$ cat src/rtl/phased_tag_lookup.sv
// Phased set-associative lookup controller: compares tags first, then reads
// exactly one data way; on a miss it requests a refill and rewrites a victim tag.
module phased_tag_lookup #(
  parameter int WAYS  = 4,
  parameter int TAG_W = 26,
  parameter int IDX_W = 2,
  parameter int OFF_W = 4,
  localparam int WAY_W  = $clog2(WAYS),
  localparam int LINE_W = 32 - OFF_W
) (
  input  logic                    clk,
  input  logic                    reset,
  input  logic                    req_valid,
  output logic                    req_ready,
  input  logic [31:0]             req_addr,
  output logic [IDX_W-1:0]        set_index,
  input  logic [WAYS*TAG_W-1:0]   set_tags,
  input  logic [WAYS-1:0]         set_valid,
  output logic [WAYS-1:0]         tag_we,
  output logic [TAG_W-1:0]        tag_wdata,
  output logic [WAYS-1:0]         data_re,
  input  logic [31:0]             data_in,
  output logic                    refill_req,
  output logic [31:0]             refill_addr,
  input  logic                    refill_done,
  output logic                    resp_valid,
  output logic                    resp_hit,
  output logic [WAY_W-1:0]        resp_way,
  output logic [31:0]             resp_data,
  output logic [15:0]             hit_count,
  output logic [15:0]             miss_count
);

  localparam logic [2:0] S_IDLE = 3'd0;
  localparam logic [2:0] S_TAG  = 3'd1;
  localparam logic [2:0] S_MISS = 3'd2;
  localparam logic [2:0] S_FILL = 3'd3;
  localparam logic [2:0] S_DATA = 3'd4;
  localparam logic [2:0] S_RESP = 3'd5;

  logic [2:0]        state_q, state_d;
  logic [LINE_W-1:0] line_q, line_d;
  logic [WAY_W-1:0]  way_q, way_d;
  logic              hit_q, hit_d;
  logic              from_ptr_q, from_ptr_d;
  logic [WAY_W-1:0]  ptr_q, ptr_d;
  logic [15:0]       hit_cnt_q, hit_cnt_d;
  logic [15:0]       miss_cnt_q, miss_cnt_d;
  logic [31:0]       rdata_q, rdata_d;

  logic [TAG_W-1:0]  req_tag;
  logic              hit_found, inv_found;
  logic [WAY_W-1:0]  hit_way, inv_way;
  logic [WAYS-1:0]   way_onehot;

  assign req_tag    = line_q[LINE_W-1 -: TAG_W];
  assign way_onehot = {{(WAYS-1){1'b0}}, 1'b1} << way_q;

  // First-found scan gives lowest-index priority for both matches and invalid ways.
  always_comb begin
    hit_found = 1'b0;
    hit_way   = '0;
    inv_found = 1'b0;
    inv_way   = '0;
    for (int unsigned w = 0; w < WAYS; w++) begin
      if (!hit_found && set_valid[w] && (set_tags[w*TAG_W +: TAG_W] == req_tag)) begin
        hit_found = 1'b1;
        hit_way   = WAY_W'(w);
      end
      if (!inv_found && !set_valid[w]) begin
        inv_found = 1'b1;
        inv_way   = WAY_W'(w);
      end
    end
  end

  always_comb begin
    state_d    = state_q;
    line_d     = line_q;
    way_d      = way_q;
    hit_d      = hit_q;
    from_ptr_d = from_ptr_q;
    ptr_d      = ptr_q;
    hit_cnt_d  = hit_cnt_q;
    miss_cnt_d = miss_cnt_q;
    rdata_d    = rdata_q;
    case (state_q)
      S_IDLE: begin
        if (req_valid) begin
          line_d  = req_addr[31:OFF_W];
          state_d = S_TAG;
        end
      end
      S_TAG: begin
        if (hit_found) begin
          hit_d   = 1'b1;
          way_d   = hit_way;
          state_d = S_DATA;
          if (hit_cnt_q != 16'hFFFF) hit_cnt_d = hit_cnt_q + 16'd1;
        end else begin
          hit_d      = 1'b0;
          way_d      = inv_found ? inv_way : ptr_q;
          from_ptr_d = !inv_found;
          state_d    = S_MISS;
          if (miss_cnt_q != 16'hFFFF) miss_cnt_d = miss_cnt_q + 16'd1;
        end
      end
      S_MISS: begin
        if (refill_done) state_d = S_FILL;
      end
      S_FILL: begin
        // Round-robin pointer only moves when it actually chose the victim.
        if (from_ptr_q) ptr_d = ptr_q + WAY_W'(1);
        state_d = S_DATA;
      end
      S_DATA: state_d = S_RESP;
      S_RESP: begin
        rdata_d = data_in;
        state_d = S_IDLE;
      end
      default: state_d = S_IDLE;
    endcase
  end

  always_ff @(posedge clk or negedge reset) begin
    if (!reset) begin
      state_q    <= S_IDLE;
      line_q     <= '0;
      way_q      <= '0;
      hit_q      <= 1'b0;
      from_ptr_q <= 1'b0;
      ptr_q      <= '0;
      hit_cnt_q  <= '0;
      miss_cnt_q <= '0;
      rdata_q    <= '0;
    end else begin
      state_q    <= state_d;
      line_q     <= line_d;
      way_q      <= way_d;
      hit_q      <= hit_d;
      from_ptr_q <= from_ptr_d;
      ptr_q      <= ptr_d;
      hit_cnt_q  <= hit_cnt_d;
      miss_cnt_q <= miss_cnt_d;
      rdata_q    <= rdata_d;
    end
  end

  assign req_ready   = (state_q == S_IDLE);
  assign set_index   = line_q[IDX_W-1:0];
  assign tag_we      = (state_q == S_FILL) ? way_onehot : '0;
  assign tag_wdata   = (state_q == S_FILL) ? req_tag : '0;
  assign data_re     = (state_q == S_DATA) ? way_onehot : '0;
  assign refill_req  = (state_q == S_MISS);
  assign refill_addr = (state_q == S_MISS) ? {line_q, {OFF_W{1'b0}}} : '0;
  assign resp_valid  = (state_q == S_RESP);
  assign resp_hit    = (state_q == S_RESP) && hit_q;
  assign resp_way    = (state_q == S_RESP) ? way_q : '0;
  // Data arrives the cycle after data_re, so the response cycle forwards it directly.
  assign resp_data   = (state_q == S_RESP) ? data_in : rdata_q;
  assign hit_count   = hit_cnt_q;
  assign miss_count  = miss_cnt_q;

endmodule

$ cat config.mk
export PLATFORM = sky130hd
export DESIGN_NAME = phased_tag_lookup
export DESIGN_NICKNAME = d
export VERILOG_FILES = /design/src/rtl/phased_tag_lookup.sv
export SDC_FILE = /design/constraint.sdc
export NUM_CORES = 1
export LEC_CHECK = 0
export ABC_AREA = 1
export BUFFER_PORTS_ARGS = -buffer_cell sky130_fd_sc_hd__buf_4
export CAP_MARGIN = 20
export CORE_ASPECT_RATIO = 1.1
export CORE_MARGIN = 3
export CORE_UTILIZATION = 36
export CTS_CLUSTER_DIAMETER = 30
export CTS_CLUSTER_SIZE = 28
export DETAILED_ROUTE_END_ITERATION = 10
export PLACE_DENSITY = 0.73
export SLEW_MARGIN = 0
export SYNTH_ARGS = -nofsm -noshare
export SYNTH_HDL_FRONTEND = slang
export SYNTH_SLANG_ARGS = --single-unit
$ cat constraint.sdc
create_clock -name clk -period 1.7 [get_ports clk]
set_input_delay 0.085 -clock clk [delete_from_list [all_inputs] [get_ports clk]]
set_output_delay 0.085 -clock clk [all_outputs]
set_load 0.03 [all_outputs]
==> flow_summary.json <==
{
  "track_usage": 0.3722,
  "async_set_or_reset_register_ratio_after_synthesis": 1.000,
  "clockBufferDepth": 2,
  "final-instance-count-excl-fill": 2077,
  "dpl_worst_slack_ns": -0.5771,
  "violations": "negative hold slack, negative setup slack",
  "hold_ws_ns": -0.01233,
  "worstHoldPathCells": 3,
  "clkPwrFrac": 0.085,
  "grt_pass1_wl_mm": 63.29,
  "total_number_of_nets_in_the_final_design": 1997,
  "path_max_fanout": 6,
  "grt_start_max_net_pins": 41,
  "clock_sinks": 101,
  "fraction_of_met1_tracks_used_by_global_routing": 0.4415,
  "timing.final.max_slew_violations": 0,
  "power_per_cell_area_nw_per_um2": 1665,
  "io_pins": 314,
  "proportion_of_synthesized_chip_area_in_sequential_cells": 0.3381,
  "worst_setup_path_category": "reg2reg",
  "worst-endpoint-required_ns": 1.96,
  "detailedPlacementHpwl_mm": 28.88,
  "drt-wirelength-per-cell_um": 23.90,
  "clkTransAtPathRegs_ns": 0.09,
  "synthesis.area_per_instance_um2": 6.102,
  "cp_slowest_cell": "sky130_fd_sc_hd__dfrtp_2",
  "cts-buffers-inserted": 9,
  "grt_util_met2": 0.6356,
  "initial_core_utilization": 0.3712,
  "slew_headroom": 0.6591,
  "setup_violations": 169,
  "fin_crit_ns": 2.274,
  "coreArea_um2": 20130,
  "r2r-start": "line_q[12]",
  "final_hold_viol_count": 2,
  "critPathMaxStageDelay_ns": 0.49,
  "synthToLayoutAreaGrowth_pct": 112.4,
  "max-cap-violations": 0,
  "postSynthCellCount": 1225,
  "netlist.top_cell.by_area": "sky130_fd_sc_hd__dfrtp_1",
  "die_h_um": 157.1,
  "power_frac_comb": 0.740,
  "layout_worst_path_cycle_share": 1.337,
  "post_dp_cell_area_um2": 11520,
  "drc": 0,
  "die_area_um2": 22530,
  "ff_latch_area_um2": 2564,
  "worst_skew_pair.late_latency_ns": 0.37,
  "reg2regPathDepth": 13,
  "die_w_um": 143.4,
  "num_rows": 54,
  "gp_congestion": 1.062,
  "switching_power_w": 0.01368,
  "skew_ns": 0.01706,
  "fillerInstances": 1191,
  "drive_gt1_frac": 0.5417,
  "grt_antenna_before_repair": 0,
  "grt_overflow_total": 0,
  "synth_ff_type": "sky130_fd_sc_hd__dfrtp_1",
  "postRouteAntennaNets": 0,
  "yosysWarnings": 0,
  "hold_path_startpoint": "req_addr[6]",
  "vias": 11529,
  "synth.top_cell.area_share": 0.3381,
  "total_area_of_multi_input_combinational_cells_um2": 6182,
  "leakage_nw": 8.246,
  "port-buffer-count": 305,
  "yosysUniqueCellTypes": 42,
  "cell_internal_pwr_w": 0.01276,
  "min_to": "line_q[2]",
  "relative_contribution_of_sequential_cells_to_total_power": 0.175,
  "worst_r2r_endpoint": "hit_count[5]",
  "synth.most_common_cell": "sky130_fd_sc_hd__nand2_1",
  "synth-edff-count": 0,
  "total_routed_length_mm": 49.64,
  "gr-usage-met3": 0.07353,
  "number_of_design_rule_violations_left_by_the_first_detailed_router_iteration": 995,
  "cp-start-kind": "register",
  "crit_chain": "nand2_1, nand2_1, nor2_2, nand2_2, nor2_4, nand2_2, nor2_4, nor2_4, nand2_4, nand3_4, inv_4, nand2_2, xnor2_1",
  "grt_busiest_layer": "met2",
  "grt_setup_unrepaired": "yes",
  "hold_path_class": "in2reg",
  "final_core_util": 0.7886,
  "actual_slew_at_the_worst_max_slew_pin_ns": 0.5075,
  "synth.cell_area_um2": 7475,
  "first_global_vias": 11094,
  "tritoncts": "yes",
  "non_filler_cell_area_final_um2": 15880,
  "setup.worst_path.end_class": "register",
  "max_freq_mhz": 439.8,
  "postSynthRegisterBits": 101,
  "finalWorstSetupSlack_ns": -0.5736,
  "numPlacedInstances": 1929,
  "crit_arrival_ns": 2.53,
  "post_drt_via_cell_ratio": 5.551,
  "synth.cells.most_frequent": "sky130_fd_sc_hd__nand2_1 (478), sky130_fd_sc_hd__nor2_1 (201), sky130_fd_sc_hd__inv_1 (157), sky130_fd_sc_hd__dfrtp_1 (101), sky130_fd_sc_hd__nand3_1 (39)",
  "drt_pre_antenna_iters": 5,
  "cts_root_buffer": "sky130_fd_sc_hd__clkbuf_16",
  "switching_share": 0.5175,
  "irDropWorstVdd_uv": 1362,
  "status": "finished, violations left",
  "r2r_slack_ns": -0.57,
  "htree_num_levels": 3,
  "post_synth_main_area_contributors": "sky130_fd_sc_hd__dfrtp_1 (34%), sky130_fd_sc_hd__nand2_1 (24%), sky130_fd_sc_hd__nor2_1 (10%)"
}
what timing repair did:
action,in CTS,in global routing
gates cloned,13,5
gates resized for setup,452,278
buffers inserted,50,32
hold buffers,46,2
setup endpoints to repair,132,167
hold endpoints to repair,75,2
pin swaps,78,72
worst max path at each step:
| stage | startpoint | to | slack (ns) | cells past startpoint |
|---|---|---|---|---|
| 6_report | line_q[12] | hit_count[5] | -0.57 | 13 |
| 3_3_place_gp | line_q[18] | hit_count[14] | -0.55 | 15 |
| 5_1_grt | line_q[12] | hit_count[5] | -0.59 | 13 |
| 2_1_floorplan | miss_count[0] | miss_count[3] | -0.12 | 11 |
| 3_5_place_dp | line_q[18] | hit_count[14] | -0.58 | 15 |
| 4_1_cts | line_q[19] | hit_count[5] | -0.32 | 15 |
critical path, delay by kind of cell, from the launching register on:
kind / cells / cell delay (ns)
and+or+nand+nor: 11 / 1.39
DFF: 1 / 0.49
xor gates and xnor gates: 1 / 0.15
buffers and inverters: 1 / 0.13
power groups by stage:
stage                     Sequential [W]  Clock (W)  Combinational [W]
after global placement           0.00410          0             0.0122
final                            0.00464    0.00225             0.0195
after global routing             0.00467    0.00235             0.0202
after CTS                        0.00429    0.00221             0.0162
after detailed placement         0.00415          0             0.0122
after floorplan                  0.00400          0            0.00648
state kept, by name, indices dropped and copies added (netlist names):
name and count:
from_ptr_q 1, hit_count 16, state_q 3, miss_count 16, ptr_q 2, way_q 2, rdata_q 32, hit_q 1
line_q 28
placed cells by master, fill, tap and decap left out, types with 12 or more instances in the layout:
master	count
sky130_fd_sc_hd__xor2_1	20
sky130_fd_sc_hd__nand2_1	326
sky130_fd_sc_hd__nand2_2	65
sky130_fd_sc_hd__inv_1	149
sky130_fd_sc_hd__clkbuf_16	13
sky130_fd_sc_hd__dlygate4sd3_1	48
sky130_fd_sc_hd__a21oi_2	19
sky130_fd_sc_hd__nor2_4	91
sky130_fd_sc_hd__dfrtp_1	72
sky130_fd_sc_hd__xnor2_2	12
sky130_fd_sc_hd__xnor2_1	14
sky130_fd_sc_hd__nor2_2	24
sky130_fd_sc_hd__nand4_1	29
sky130_fd_sc_hd__nand2_4	88
sky130_fd_sc_hd__nor2_1	95
sky130_fd_sc_hd__buf_6	141
sky130_fd_sc_hd__buf_12	17
sky130_fd_sc_hd__buf_4	384
sky130_fd_sc_hd__nand3_1	33
sky130_fd_sc_hd__inv_4	15
sky130_fd_sc_hd__inv_2	16
sky130_fd_sc_hd__dfrtp_2	29
cells by family after synthesis:
| kind of cell | count (synthesis) | share of synthesized area |
|---|---|---|
| AND/OR/NAND/NOR | 811 | 0.4541 |
| AO/OA/AOI/OAI | 45 | 0.03214 |
| adder cells (fa/ha/maj) | 2 | 0.003347 |
| XOR/XNOR | 50 | 0.05859 |
| flip-flops | 101 | 0.3381 |
| buffers and inverters | 215 | 0.1132 |
| other | 1 | 0.0005017 |
final cells by class:
| cell class | instances | area share |
|---|---|---|
| Antenna cell | 1 | 0.0001576 |
| Multi-Input combinational cell | 912 | 0.3894 |
| Timing Repair Buffer | 610 | 0.3610 |
| Inverter | 185 | 0.04831 |
| Sequential cell | 101 | 0.1615 |
| Clock inverter | 7 | 0.005674 |
| Tap cell | 252 | 0.01986 |
| Clock buffer | 9 | 0.01418 |
routing by layer:
metal	vias to the layer above	part of all wire	routed length, µm
met4	2	0.092	4579
li1	4902	-	-
met5	-	0.0011	57
met3	334	0.11	5577
met2	938	0.45	22400
met1	5353	0.34	17030
per-stage QoR:
step                      setup TNS, ns  total power [W]
final                            -52.77          0.02643
after global routing             -58.05          0.02720
after CTS                        -23.28          0.02273
after detailed placement         -17.01          0.01634
after global placement           -16.39          0.01626
after floorplan                  -1.574          0.01048
Note: power is estimated with default switching activity, not from simulation.
